===== src/rtl/pipe_skid_if.sv =====
// Valid/ready/data bundle for one side of a pipeline stage.
// The master drives valid and data; the slave answers with ready.
interface pipe_skid_if #(
  parameter int WIDTH = 64
);
  logic             valid;
  logic             ready;
  logic [WIDTH-1:0] data;

  modport master (
    output valid,
    output data,
    input  ready
  );

  modport slave (
    input  valid,
    input  data,
    output ready
  );
endinterface


===== src/rtl/pipe_skid_register.sv =====
// Pipeline-stage register with a one-entry skid buffer and flush.
// in_ready comes straight from a flop, so no comb path from out_ready.
module pipe_skid_register #(
  parameter int             WIDTH     = 64,
  parameter logic [WIDTH-1:0] RESET_VAL = '0
) (
  input  logic       clk,
  input  logic       reset,
  pipe_skid_if.slave  up,
  pipe_skid_if.master down,
  input  logic       flush,
  output logic [1:0] occupancy
);

  // state = {s_v, m_v}; 2'b10 is unreachable
  localparam logic [1:0] EMPTY = 2'b00;
  localparam logic [1:0] ONE   = 2'b01;
  localparam logic [1:0] TWO   = 2'b11;

  logic [1:0]       state;
  logic [1:0]       state_nxt;
  logic [1:0]       occ_nxt;
  logic [WIDTH-1:0] main_q;
  logic [WIDTH-1:0] skid_q;
  logic [WIDTH-1:0] main_d;
  logic             main_ld;
  logic             skid_ld;
  logic             m_v;
  logic             s_v;
  logic             acc;
  logic             pop;

  assign m_v = state[0];
  assign s_v = state[1];

  assign acc = up.valid & ~s_v;
  assign pop = m_v & down.ready;

  assign up.ready   = ~s_v;
  assign down.valid = m_v;
  assign down.data  = main_q;

  always_comb begin
    state_nxt = state;
    main_ld   = 1'b0;
    skid_ld   = 1'b0;
    main_d    = up.data;
    unique case (state)
      EMPTY: begin
        if (acc) begin
          state_nxt = ONE;
          main_ld   = 1'b1;
        end
      end
      ONE: begin
        unique case (1'b1)
          acc & pop: begin
            main_ld = 1'b1;
          end
          acc & ~pop: begin
            state_nxt = TWO;
            skid_ld   = 1'b1;
          end
          ~acc & pop: begin
            state_nxt = EMPTY;
          end
          ~acc & ~pop: begin
            state_nxt = ONE;
          end
        endcase
      end
      TWO: begin
        if (pop) begin
          state_nxt = ONE;
          main_ld   = 1'b1;
          main_d    = skid_q;
        end
      end
      default: begin
        state_nxt = EMPTY;
      end
    endcase
    // flush only clears valid bits; data regs may go stale
    if (flush) begin
      state_nxt = EMPTY;
      main_ld   = 1'b0;
      skid_ld   = 1'b0;
    end
    occ_nxt = {1'b0, state_nxt[0]} + {1'b0, state_nxt[1]};
  end

  always_ff @(posedge clk) begin
    if (reset) begin
      state     <= EMPTY;
      occupancy <= 2'd0;
      main_q    <= RESET_VAL;
      skid_q    <= RESET_VAL;
    end else begin
      state     <= state_nxt;
      occupancy <= occ_nxt;
      if (main_ld) begin
        main_q <= main_d;
      end
      if (skid_ld) begin
        skid_q <= up.data;
      end
    end
  end

  a_legal: assert property (
    @(posedge clk) disable iff (reset)
    state != 2'b10
  );

  a_occ: assert property (
    @(posedge clk) disable iff (reset)
    occupancy == ({1'b0, m_v} + {1'b0, s_v})
  );

endmodule

===== src/flat_wrapper.sv =====
// flat-port wrapper written by rule: the top's interface ports become plain ports
module pipe_skid_register_flat 
#(
  parameter int             WIDTH     = 64,
  parameter logic [WIDTH-1:0] RESET_VAL = '0
)
  (clk, reset, flush, occupancy, up_valid, up_data, up_ready, down_valid, down_data, down_ready);
  pipe_skid_if #(.WIDTH(WIDTH)) up_i ();
  pipe_skid_if #(.WIDTH(WIDTH)) down_i ();
  input  logic clk;
  input  logic reset;
  input  logic flush;
  output logic [1:0] occupancy;
  input wire logic [$bits(up_i.valid)-1:0] up_valid;
  input wire logic [$bits(up_i.data)-1:0] up_data;
  output wire logic [$bits(up_i.ready)-1:0] up_ready;
  output wire logic [$bits(down_i.valid)-1:0] down_valid;
  output wire logic [$bits(down_i.data)-1:0] down_data;
  input wire logic [$bits(down_i.ready)-1:0] down_ready;
  assign up_i.valid = up_valid;
  assign up_i.data = up_data;
  assign up_ready = up_i.ready;
  assign down_valid = down_i.valid;
  assign down_data = down_i.data;
  assign down_i.ready = down_ready;
  pipe_skid_register #(.WIDTH(WIDTH), .RESET_VAL(RESET_VAL)) u_core (.clk(clk), .reset(reset), .up(up_i), .down(down_i), .flush(flush), .occupancy(occupancy));
endmodule

===== config.mk =====
export PLATFORM = sky130hd
export DESIGN_NAME = pipe_skid_register_flat
export DESIGN_NICKNAME = d
export VERILOG_FILES = /design/src/rtl/pipe_skid_if.sv /design/src/rtl/pipe_skid_register.sv /design/src/flat_wrapper.sv
export SDC_FILE = /design/constraint.sdc
export NUM_CORES = 1
export LEC_CHECK = 0
export ABC_AREA = 1
export ABC_CLOCK_PERIOD_IN_PS = 1460
export BUFFER_PORTS_ARGS = -buffer_cell sky130_fd_sc_hd__buf_4
export CAP_MARGIN = 10
export CORE_MARGIN = 2
export CORE_UTILIZATION = 45
export DETAILED_ROUTE_END_ITERATION = 10
export PLACE_DENSITY = 0.69
export SLEW_MARGIN = 20
export SYNTH_ARGS = -nofsm -noshare
export SYNTH_HDL_FRONTEND = slang
export SYNTH_SLANG_ARGS = --single-unit

===== constraint.sdc =====
create_clock -name clk -period 1.46 [get_ports clk]
set_input_delay 0.073 -clock clk [delete_from_list [all_inputs] [get_ports clk]]
set_output_delay 0.073 -clock clk [all_outputs]
set_load 0.02 [all_outputs]

==> key figures <==
Outcome
  – Status: finished clean

Final layout
  – Register area: 2645 µm²
  – Nets: between 1k and 1.5k
  – FILL cells: approximately 1.2k
  – P&R area growth vs syn: 41.55%
  – Area of the multi-input gates: 2521 µm²
  – Most frequent cells in the layout: nand2_1, nor2_1, buf_4
  – Share of cells above drive strength 1: 0.1749
  – Fin area: between 8000 and 9000 µm²
  – Diode count: 0
  – Commonest non-fill, non-tap cell in the layout: nand2_1

Setup path
  – Setup crit start kind: flip-flop
  – FF-to-FF setup slack: about 130 ps
  – Worst r2r dst: u_core.down.data[30]$_SDFFE_PP0P_
  – Worst-path maximum fanout: 12
  – Crit path capture type: flip-flop
  – Worst Path Required: about 1800 ps
  – R2R Path Start: u_core.state[0]$_SDFF_PP0_
  – CP Launch Point: u_core.state[0]$_SDFF_PP0_
  – Setup crit end: u_core.down.data[30]$_SDFFE_PP0P_
  – Worst R2R Path Depth: 5
  – CP Class: flip-flop to flip-flop
  – WP data arrival: between 1500 and 2000 ps

Routing
  – Average via count per standard cell: between 4 and 5
  – Drt first pass iters: 5
  – DRC Markers: 0
  – Vias post-DR: about 6k
  – Post-Route WL: 15.26 mm
  – Antenna Nets Post-Route: 0
  – Avg WL per Cell: roughly 12 µm
  – Iteration-0 DRC Markers: ~370

Pwr
  – Maximum vdd drop: ~0.81 mV
  – Pleak: 4.086 nW
  – Power per Cell Area: approximately 1100 nW/µm²

Timing
  – Final Slew Violations: 0
  – Setup-violating endpoint count in the final report: 0
  – Setup TNS: 0 ps
  – Clock Skew: 9.484 ps
  – Final period utilization: 0.9103
  – Fmax achieved: around 0.75 GHz
  – Worst slew pin tran: 556.8 ps
  – Min Tclk post-route: roughly 1300 ps
  – Slew margin rel.: 0.6288
  – Hold Vio Cnt, Final: 0
  – Unrepaired setup endpoints after global routing: no

Synthesis
  – Mapped Nets: between 900 and 1k
  – Syn_area_per_cell: 6.452 µm²
  – Synth Register Bits: ~130
  – Yosys cell types: 19
  – Synth Warn #: 0
  – Synthesized area: ~5900 µm²
  – Sequential fraction of the synthesis area: 0.4447
  – Synth Instances: between 900 and 1k

Clocking
  – Worst-skew pair later-pin latency: 420 ps
  – Clk slew on worst S/H paths: approximately 50 ps
  – CTS Buf Count: 17
  – Clock Tree Root: clkbuf_16
  – CTS tree: yes
  – Htree depth: 4
  – Clk sink count: between 100 and 150
  – Bufs on Longest Clock Path: 2

Placement
  – Port Buffers: about 140
  – Area after DPL: just over 7000 µm²
  – Placed wire-length estimate: around 8.7 mm
  – RD Place Congestion: 0.7537

Global route
  – First-pass GRT wire length: 24.57 mm
  – Gr ovfl total: 0
  – Vias in the first global route: around 5.3k
  – Largest net degree at the start of global routing: 83
  – Antenna violations before repair: 0
  – Gr usage total: 0.2103

Floorplanning
  – Cell Rows: 41
  – Initial Util: 0.4652
  – Die Area: between 10000 and 15000 µm²
  – Die Width: between 100 and 150 µm
  – Die height: approximately 120 µm
  – Core area: 12770 µm²
  – Ports: approximately 140

Job
  – Max-cap violations: 0

Worst hold path
  – Hold WC Path Type: input pin to flip-flop
-- how the worst min path moves through the flow --
stage,depth (start not counted),slack [ps],end,start
4_1_cts,4,50,u_core.state[1]$_SDFF_PP0_,down_ready
5_1_grt,4,80,u_core.state[1]$_SDFF_PP0_,down_ready
3_3_place_gp,2,280,u_core.occupancy[0]$_SDFF_PP0_,reset
2_1_floorplan,1,140,u_core.state[0]$_SDFF_PP0_,reset
6_report,4,50,u_core.state[1]$_SDFF_PP0_,down_ready
3_5_place_dp,2,280,u_core.occupancy[1]$_SDFF_PP0_,reset
-- report_power, final --
group / internal (mW) / switching (mW)
Sequential: 3.76 / 0.0812
Combinational: 0.602 / 0.685
Clock: 2.42 / 1.48
-- area by class of cell --
type,count,share of cell area
tap,172,0.02559
clock buffer,27,0.06218
clock inverter,4,0.002380
inverter,134,0.05995
timing repair buffer,225,0.2356
multi-input combinational,593,0.2998
sequential,132,0.3145
-- sequential cells by signal, indices dropped and copies added (netlist names) --
signal            cells
u_core.skid_q        64
u_core.state          2
u_core.down.data     64
u_core.occupancy      2
-- what timing repair did --
action | 4_1_cts | 5_1_grt
hold endpoints to repair | 94 | 0
setup endpoints to repair | 0 | 81
hold buffers | 67 | 0
buffers inserted | 0 | 4
gates resized for setup | 0 | 3
-- cell usage after synthesis --
cell type | count | area [µm²]
nand2_1 | 197 | 739.5
o21ai_0 | 109 | 545.5
buf_1 | 3 | 11.26
nor2_4 | 1 | 11.26
ha_1 | 1 | 12.51
dfxtp_1 | 132 | 2643
inv_2 | 2 | 7.510
inv_1 | 132 | 495.5
nand2_2 | 1 | 6.260
nand3_2 | 2 | 20.02
nor3_1 | 65 | 325.3
buf_2 | 35 | 175.2
buf_4 | 3 | 22.52
nor2_1 | 196 | 735.7
a21oi_1 | 1 | 5.000
clkbuf_1 | 20 | 75.07
nand3_1 | 1 | 5.000
o21ai_1 | 19 | 95.09
buf_6 | 1 | 11.26
-- kinds of logic after synthesis --
family	synth area share
flip-flops	0.4447
buffers and inverters	0.1343
AO/OA/AOI/OAI	0.1087
adder cells (fa/ha/maj)	0.002105
AND/OR/NAND/NOR	0.3102
-- per-stage QoR --
stage	hold slack, ps	utilization	power, mW	instances	setup WS [ps]
floorplan	142.1	-	4.548	921	75.33
global placement	284.7	0.5583	5.026	1184	72.49
detailed placement	284.6	0.5583	5.035	1184	56.98
CTS	45.67	0.6533	9.085	1282	8.229
global route	75.67	0.6584	9.402	1287	46.19
finish	52.79	0.6584	9.034	1287	131.0
-- critical path: stages (launching register included) --
cell     delay, ps
dfxtp_2        390
nand3_4        220
buf_4          250
o21ai_0        160
nor2_1          60
nor2_1         170
-- metal layers --
metal / vias up / GRT usage / share of wire / wire, µm
met5: - / 0 / 0 / 0
met4: 0 / 0.08929 / 0.018 / 270
met3: 24 / 0.05364 / 0.051 / 776
met2: 155 / 0.3402 / 0.47 / 7243
met1: 2573 / 0.2656 / 0.46 / 6968
li1: 3159 / - / - / -
Note: power is estimated with default switching activity, not from simulation.
